File: config.mk
export PLATFORM = sky130hd
export DESIGN_NAME = jtag_tap_target
export DESIGN_NICKNAME = d
export VERILOG_FILES = /design/src/rtl/jtag_tap_target.sv
export SDC_FILE = /design/constraint.sdc
export NUM_CORES = 1
export LEC_CHECK = 0
export ABC_AREA = 1
export CORE_MARGIN = 2
export CORE_UTILIZATION = 49
export CTS_CLUSTER_DIAMETER = 40
export DETAILED_ROUTE_END_ITERATION = 16
export PLACE_DENSITY = 0.86
export SYNTH_ARGS = -nofsm -noshare
export SYNTH_HDL_FRONTEND = slang
export SYNTH_SLANG_ARGS = --single-unit
File: constraint.sdc
create_clock -name clk -period 1.5 [get_ports clk]
set_input_delay 0.375 -clock clk [delete_from_list [all_inputs] [get_ports clk]]
set_output_delay 0.375 -clock clk [all_outputs]
set_load 0.005 [all_outputs]
File: src/rtl/jtag_tap_target.sv
// jtag_tap_target: JTAG-DP TAP responder used as a loopback target for the probe.
// Oversamples tck/tms/tdi on clk, runs the 1149.1 TAP controller and turns
// completed DPACC/APACC scans into single DP/AP requests.
// Optional feature: define JTAG_TAP_ABORT_EN to enable the ABORT instruction (IR 1000).
module jtag_tap_target #(
    parameter logic [31:0] IDCODE = 32'h4BA00477
) (
    input  logic        clk,
    input  logic        rst,
    input  logic        tck,
    input  logic        tms,
    input  logic        tdi,
    output logic        tdo,
    output logic        tdo_en,
    output logic        req_valid,
    input  logic        req_ready,
    output logic        req_apndp,
    output logic [1:0]  req_addr,
    output logic        req_rnw,
    output logic [31:0] req_wdata,
    input  logic        resp_valid,
    input  logic        resp_fault,
    input  logic [31:0] resp_rdata,
    output logic        abort
);

    localparam int unsigned IR_W = 4;
    localparam int unsigned DR_W = 35;
    localparam int unsigned ID_W = 32;

    localparam logic [IR_W-1:0] IR_IDCODE  = 4'b1110;
    localparam logic [IR_W-1:0] IR_DPACC   = 4'b1010;
    localparam logic [IR_W-1:0] IR_APACC   = 4'b1011;
    localparam logic [IR_W-1:0] IR_CAPTURE = 4'b0001;
`ifdef JTAG_TAP_ABORT_EN
    localparam logic [IR_W-1:0] IR_ABORT   = 4'b1000;
`endif

    typedef enum logic [3:0] {
        ST_TLR, ST_RTI,
        ST_SEL_DR, ST_CAP_DR, ST_SHIFT_DR, ST_EXIT1_DR, ST_PAUSE_DR, ST_EXIT2_DR, ST_UPD_DR,
        ST_SEL_IR, ST_CAP_IR, ST_SHIFT_IR, ST_EXIT1_IR, ST_PAUSE_IR, ST_EXIT2_IR, ST_UPD_IR
    } tap_state_t;

    typedef enum logic [1:0] {
        DR_BYPASS, DR_IDCODE, DR_ACC, DR_ABORT
    } dr_sel_t;

    logic [1:0]      tck_sync;
    logic [1:0]      tms_sync;
    logic [1:0]      tdi_sync;
    logic            tck_prev;
    logic            tck_rise_c;
    logic            tck_fall_c;
    logic            tms_s;
    logic            tdi_s;

    tap_state_t      state;
    tap_state_t      state_nxt;

    logic            st_tlr_c;
    logic            st_cap_ir_c;
    logic            st_shift_ir_c;
    logic            st_upd_ir_c;
    logic            st_cap_dr_c;
    logic            st_shift_dr_c;
    logic            st_upd_dr_c;

    logic            cap_ir_c;
    logic            shift_ir_c;
    logic            upd_ir_c;
    logic            cap_dr_c;
    logic            shift_dr_c;
    logic            upd_dr_c;

    logic [IR_W-1:0] ir;
    logic [IR_W-1:0] ir_shift;
    dr_sel_t         dr_sel;
    logic [DR_W-1:0] dr_shift;

    logic            outstanding;
    logic [31:0]     last_rdata;
    logic            last_fault;
    logic [2:0]      ack_c;
    logic            issue_c;
    logic            abort_c;
    logic            unused_c;

    // Two-stage synchronisers with a shared depth so tck/tms/tdi stay aligned
    always_ff @(posedge clk) begin
        if (!rst) begin
            tck_sync <= '0;
            tms_sync <= '0;
            tdi_sync <= '0;
            tck_prev <= 1'b0;
        end else begin
            tck_sync <= {tck_sync[0], tck};
            tms_sync <= {tms_sync[0], tms};
            tdi_sync <= {tdi_sync[0], tdi};
            tck_prev <= tck_sync[1];
        end
    end

    assign tck_rise_c = tck_sync[1] & ~tck_prev;
    assign tck_fall_c = ~tck_sync[1] & tck_prev;
    assign tms_s      = tms_sync[1];
    assign tdi_s      = tdi_sync[1];

    // TAP state register, advanced on each synced rising tck
    always_ff @(posedge clk) begin
        if (!rst) begin
            state <= ST_TLR;
        end else if (tck_rise_c) begin
            state <= state_nxt;
        end
    end

    // TAP next-state transitions on synced tms
    always_comb begin
        state_nxt = state;
        case (state)
            ST_TLR:      state_nxt = tms_s ? ST_TLR      : ST_RTI;
            ST_RTI:      state_nxt = tms_s ? ST_SEL_DR   : ST_RTI;
            ST_SEL_DR:   state_nxt = tms_s ? ST_SEL_IR   : ST_CAP_DR;
            ST_CAP_DR:   state_nxt = tms_s ? ST_EXIT1_DR : ST_SHIFT_DR;
            ST_SHIFT_DR: state_nxt = tms_s ? ST_EXIT1_DR : ST_SHIFT_DR;
            ST_EXIT1_DR: state_nxt = tms_s ? ST_UPD_DR   : ST_PAUSE_DR;
            ST_PAUSE_DR: state_nxt = tms_s ? ST_EXIT2_DR : ST_PAUSE_DR;
            ST_EXIT2_DR: state_nxt = tms_s ? ST_UPD_DR   : ST_SHIFT_DR;
            ST_UPD_DR:   state_nxt = tms_s ? ST_SEL_DR   : ST_RTI;
            ST_SEL_IR:   state_nxt = tms_s ? ST_TLR      : ST_CAP_IR;
            ST_CAP_IR:   state_nxt = tms_s ? ST_EXIT1_IR : ST_SHIFT_IR;
            ST_SHIFT_IR: state_nxt = tms_s ? ST_EXIT1_IR : ST_SHIFT_IR;
            ST_EXIT1_IR: state_nxt = tms_s ? ST_UPD_IR   : ST_PAUSE_IR;
            ST_PAUSE_IR: state_nxt = tms_s ? ST_EXIT2_IR : ST_PAUSE_IR;
            ST_EXIT2_IR: state_nxt = tms_s ? ST_UPD_IR   : ST_SHIFT_IR;
            ST_UPD_IR:   state_nxt = tms_s ? ST_SEL_DR   : ST_RTI;
            default:     state_nxt = ST_TLR;
        endcase
    end

    // State decode flags consumed by the IR/DR datapath
    always_comb begin
        st_tlr_c      = 1'b0;
        st_cap_ir_c   = 1'b0;
        st_shift_ir_c = 1'b0;
        st_upd_ir_c   = 1'b0;
        st_cap_dr_c   = 1'b0;
        st_shift_dr_c = 1'b0;
        st_upd_dr_c   = 1'b0;
        case (state)
            ST_TLR:      st_tlr_c      = 1'b1;
            ST_CAP_IR:   st_cap_ir_c   = 1'b1;
            ST_SHIFT_IR: st_shift_ir_c = 1'b1;
            ST_UPD_IR:   st_upd_ir_c   = 1'b1;
            ST_CAP_DR:   st_cap_dr_c   = 1'b1;
            ST_SHIFT_DR: st_shift_dr_c = 1'b1;
            ST_UPD_DR:   st_upd_dr_c   = 1'b1;
            default:     ;
        endcase
    end

    // TAP actions happen on the rising event while in the owning state
    assign cap_ir_c   = tck_rise_c & st_cap_ir_c;
    assign shift_ir_c = tck_rise_c & st_shift_ir_c;
    assign upd_ir_c   = tck_rise_c & st_upd_ir_c;
    assign cap_dr_c   = tck_rise_c & st_cap_dr_c;
    assign shift_dr_c = tck_rise_c & st_shift_dr_c;
    assign upd_dr_c   = tck_rise_c & st_upd_dr_c;

    // Instruction decode into the selected data register
    always_comb begin
        dr_sel = DR_BYPASS;
        case (ir)
            IR_IDCODE: dr_sel = DR_IDCODE;
            IR_DPACC:  dr_sel = DR_ACC;
            IR_APACC:  dr_sel = DR_ACC;
`ifdef JTAG_TAP_ABORT_EN
            IR_ABORT:  dr_sel = DR_ABORT;
`endif
            default:   dr_sel = DR_BYPASS;
        endcase
    end

    // Instruction register: capture/shift/update, held at IDCODE in Test-Logic-Reset
    always_ff @(posedge clk) begin
        if (!rst) begin
            ir       <= IR_IDCODE;
            ir_shift <= '0;
        end else begin
            if (st_tlr_c) begin
                ir <= IR_IDCODE;
            end else if (upd_ir_c) begin
                ir <= ir_shift;
            end
            if (cap_ir_c) begin
                ir_shift <= IR_CAPTURE;
            end else if (shift_ir_c) begin
                ir_shift <= {tdi_s, ir_shift[IR_W-1:1]};
            end
        end
    end

    assign ack_c = outstanding ? 3'b001 : 3'b010;

    // Data shift register; tdi enters at the MSB of the selected register length
    always_ff @(posedge clk) begin
        if (!rst) begin
            dr_shift <= '0;
        end else if (cap_dr_c) begin
            case (dr_sel)
                DR_IDCODE: dr_shift <= DR_W'(IDCODE);
                DR_ACC,
                DR_ABORT:  dr_shift <= {last_rdata, ack_c};
                default:   dr_shift <= '0;
            endcase
        end else if (shift_dr_c) begin
            case (dr_sel)
                DR_IDCODE: dr_shift <= DR_W'({tdi_s, dr_shift[ID_W-1:1]});
                DR_ACC,
                DR_ABORT:  dr_shift <= {tdi_s, dr_shift[DR_W-1:1]};
                default:   dr_shift <= DR_W'(tdi_s);
            endcase
        end
    end

    // tdo/tdo_en change on the falling event, as a real TAP drives TDO
    always_ff @(posedge clk) begin
        if (!rst) begin
            tdo    <= 1'b0;
            tdo_en <= 1'b0;
        end else if (tck_fall_c) begin
            tdo_en <= st_shift_ir_c | st_shift_dr_c;
            if (st_shift_ir_c) begin
                tdo <= ir_shift[0];
            end else if (st_shift_dr_c) begin
                tdo <= dr_shift[0];
            end else begin
                tdo <= 1'b0;
            end
        end
    end

    // A completion landing with the update frees the slot for the new request
    assign issue_c = upd_dr_c && (dr_sel == DR_ACC) && !(outstanding && !resp_valid);

`ifdef JTAG_TAP_ABORT_EN
    assign abort_c = upd_dr_c && (dr_sel == DR_ABORT) && dr_shift[3];
`else
    assign abort_c = 1'b0;
`endif

    // Request issue, handshake and completion tracking
    always_ff @(posedge clk) begin
        if (!rst) begin
            outstanding <= 1'b0;
            last_rdata  <= '0;
            last_fault  <= 1'b0;
            req_valid   <= 1'b0;
            req_apndp   <= 1'b0;
            req_addr    <= '0;
            req_rnw     <= 1'b0;
            req_wdata   <= '0;
            abort       <= 1'b0;
        end else begin
            abort <= abort_c;
            if (resp_valid) begin
                last_rdata <= resp_rdata;
                last_fault <= resp_fault;
            end
            if (issue_c) begin
                outstanding <= 1'b1;
            end else if (resp_valid || abort_c) begin
                outstanding <= 1'b0;
            end
            if (issue_c) begin
                req_valid <= 1'b1;
                req_apndp <= (ir == IR_APACC);
                req_addr  <= dr_shift[2:1];
                req_rnw   <= dr_shift[0];
                req_wdata <= dr_shift[DR_W-1:3];
            end else if (req_ready) begin
                req_valid <= 1'b0;
            end
        end
    end

    // Fault status is kept for debug visibility only
    assign unused_c = last_fault;

endmodule

==> flow_metrics.tcl <==
set metrics [dict create \
    grt_max_degree 43 \
    finalPower_uw 7980 \
    whs_endpoint "req_wdata[29]" \
    cts_tree "yes" \
    hp-class "input port to flip-flop" \
    synthTopCellsByArea "dfxtp_1 47%, a21oi_1 7.4%, nand2_1 6.0%" \
    critPathRequiredTime_ns 1.92 \
    vias 5039 \
    final.period_utilization_pct 99.3 \
    drt_iter0_drc 431 \
    drt-total-wl_microns 13400 \
    syn_nets 747 \
    hold_viol 0 \
    htree_levels 4 \
    die_w_microns 109 \
    clock_tree.buffer_depth 2 \
    grt_first_pass_wirelength_microns 21100 \
    worstRegToRegCells 8 \
    final_core_util_pct 65.7 \
    power.density_nw_per_um2 1130 \
    yosysUniqueCellTypes 32 \
    placed_area_sq_um 6400 \
    ys_seq_area_share_pct 46.8 \
    clkLatencyLatePin_ns 0.53 \
    drv_slew 0 \
    die-area_sq_um 11900 \
    synthFlopType "dfxtp_1" \
    die_h_microns 109 \
    yosysWarnings 0 \
    syn_avg_cell_area_sq_um 7.62 \
    ir_worst_vdd_uv 656 \
    overflow 0 \
    synthToLayoutAreaGrowth_pct 31.5 \
    status "finished, final reports clean" \
    hold_path.startpoint "rst" \
    fin_skew_ns 0.00706 \
    fmax_mhz 672 \
    synth.most_common_cell "dfxtp_1" \
    wl_per_cell_microns 14.1 \
    fillers 847 \
    syn_inst 707 \
    rsz0062_at_grt "true" \
    worst_setup_path_start_kind "flip-flop" \
    clk_pin_slew_ns 0.06 \
    ys_async_sr_fraction_pct 0 \
    synth.largest_area_cell "dfxtp_1" \
    drive_gt1_share_pct 17.8 \
    path_class "flip-flop to flip-flop" \
    route.detailed.drc 0 \
    setup_viol 0 \
    netlist.area_leader.share_pct 46.8 \
    layout.nets 838 \
    root_buffer "clkbuf_8" \
    diodes 0 \
    grt_util_all_layers_pct 22.6 \
    hold_ws_ns 0.186 \
    start_util_pct 49.9 \
    place_congestion 0.855 \
    arrival_ns 1.91 \
    grt_pass1_vias 4476 \
    dp_hpwl_microns 8710 \
    timing.rr.start "state[3]" \
    dp.cells 916 \
    core_sq_um 10800 \
    critPathMaxFanout 42 \
    holdBufCountCts 0 \
    cts_sinks 126 \
    ys_ff_latch 126 \
    numCtsBuffers 17 \
    io_pins 80 \
    antenna_found_initial 0 \
    ant_nets 0 \
    dr.pass1.iters 5 \
    finalNonFillerCells 951 \
    num_rows 38 \
    synthesis.area_sq_um 5390 \
    period_minus_slack_ns 1.49 \
    final_cell_area_sq_um 7090 \
    drv_cap 0 \
    reg2reg_to "req_wdata[10]" \
    synth_edf_count 0 \
    synth_commonest_cells "126 x dfxtp_1, 86 x nand2_1, 85 x nor2_1, 80 x a21oi_1, 71 x inv_1" \
    critPathCaptureType "flip-flop" \
    viasPerCell 5.30 \
    port_buffers 77 \
    ff2ff_setup_slack_ns 0.01 \
    leakagePower_uw 0.00299 \
    holdPathStages 3 \
]
## final cells by class
type / instances / area, sq um / area share [%]
flip-flops and latches: 126 / 2550 / 35.9
multi-input cells: 459 / 2330 / 32.9
repair buffers: 115 / 1130 / 15.9
clock buffers: 17 / 414 / 5.84
inverters: 79 / 304 / 4.29
clock inverters: 15 / 186 / 2.63
well taps: 140 / 175 / 2.47
## cell families (layout without fill, tap and decap cells)
logic type | Yosys count | count (layout) | synth area share, %
AOI/OAI and AO/OA | 227 | 227 | 22.5
and+or+nand+nor | 230 | 231 | 19.5
buffers and inverters | 123 | 226 | 11.1
DFF | 126 | 126 | 46.8
other | 1 | 1 | 0.0696
## power breakdown
part           switching [uW]  internal [uW]
Sequential               46.6           3410
Clock                    1600           2560
Combinational             188            177
Total                    1830           6150
## stage by stage
| step | TNS, ns | worst slack, ns |
|---|---|---|
| floorplan | 0 | 0.101 |
| global placement | -7.41 | -0.221 |
| detailed placement | -8.70 | -0.253 |
| CTS | 0 | 0.00350 |
| global route | -0.633 | -0.0647 |
| finish | 0 | 0.0108 |
## per-layer routing
metal | wire (microns) | global-route usage, %
met1 | 6090 | 31.7
met4 | 275 | 9.07
met2 | 6040 | 33.2
met3 | 992 | 5.92
met5 | 0 | 0
## worst max path at each step
stage / from / to / slack [ns] / cells past startpoint
after global routing: state[3] / req_wdata[10] / -0.06 / 8
after global placement: resp_valid / req_wdata[16] / -0.22 / 7
final: state[3] / req_wdata[10] / 0.01 / 8
after CTS: req_wdata[5] / req_wdata[5] / 0.004 / 1
after detailed placement: resp_valid / req_wdata[23] / -0.25 / 7
after floorplan: tck_sync[1] / req_rnw / 0.10 / 8
## registers in the layout, indices dropped and copies added (netlist names), 2 cells and up
register / flops
tdi_sync: 2
req_addr: 2
tck_sync: 2
dr_shift: 35
state: 4
last_rdata: 32
tms_sync: 2
req_wdata: 32
ir_shift: 4
ir: 4
## cell usage in the layout (no fill, tap or decap), types with 17 or more instances in the layout
cell type        instances
clkdlybuf4s50_1         37
o21ai_0                 61
dlygate4sd2_1           23
nand2_1                 81
dfxtp_1                113
nand2_2                 17
o21ai_1                 51
inv_1                   69
buf_4                   26
nand3_1                 30
nor2_1                  83
a21oi_1                 79
## critical path, stage by stage, from the launching register on
cell and delay [ns]:
dfxtp_4 0.37, inv_1 0.08, nor2_4 0.19, nand2_2 0.10
inv_2 0.09, nand3_4 0.12, buf_12 0.20, o21ai_1 0.18
a21oi_1 0.05
## timing repair
action                     CTS  global route
gates resized for setup     51            43
cloned                       0             1
setup endpoints to repair   73            96
buffers inserted             0             2
pin swaps                    0             2
(Power assumes the default switching activity.)
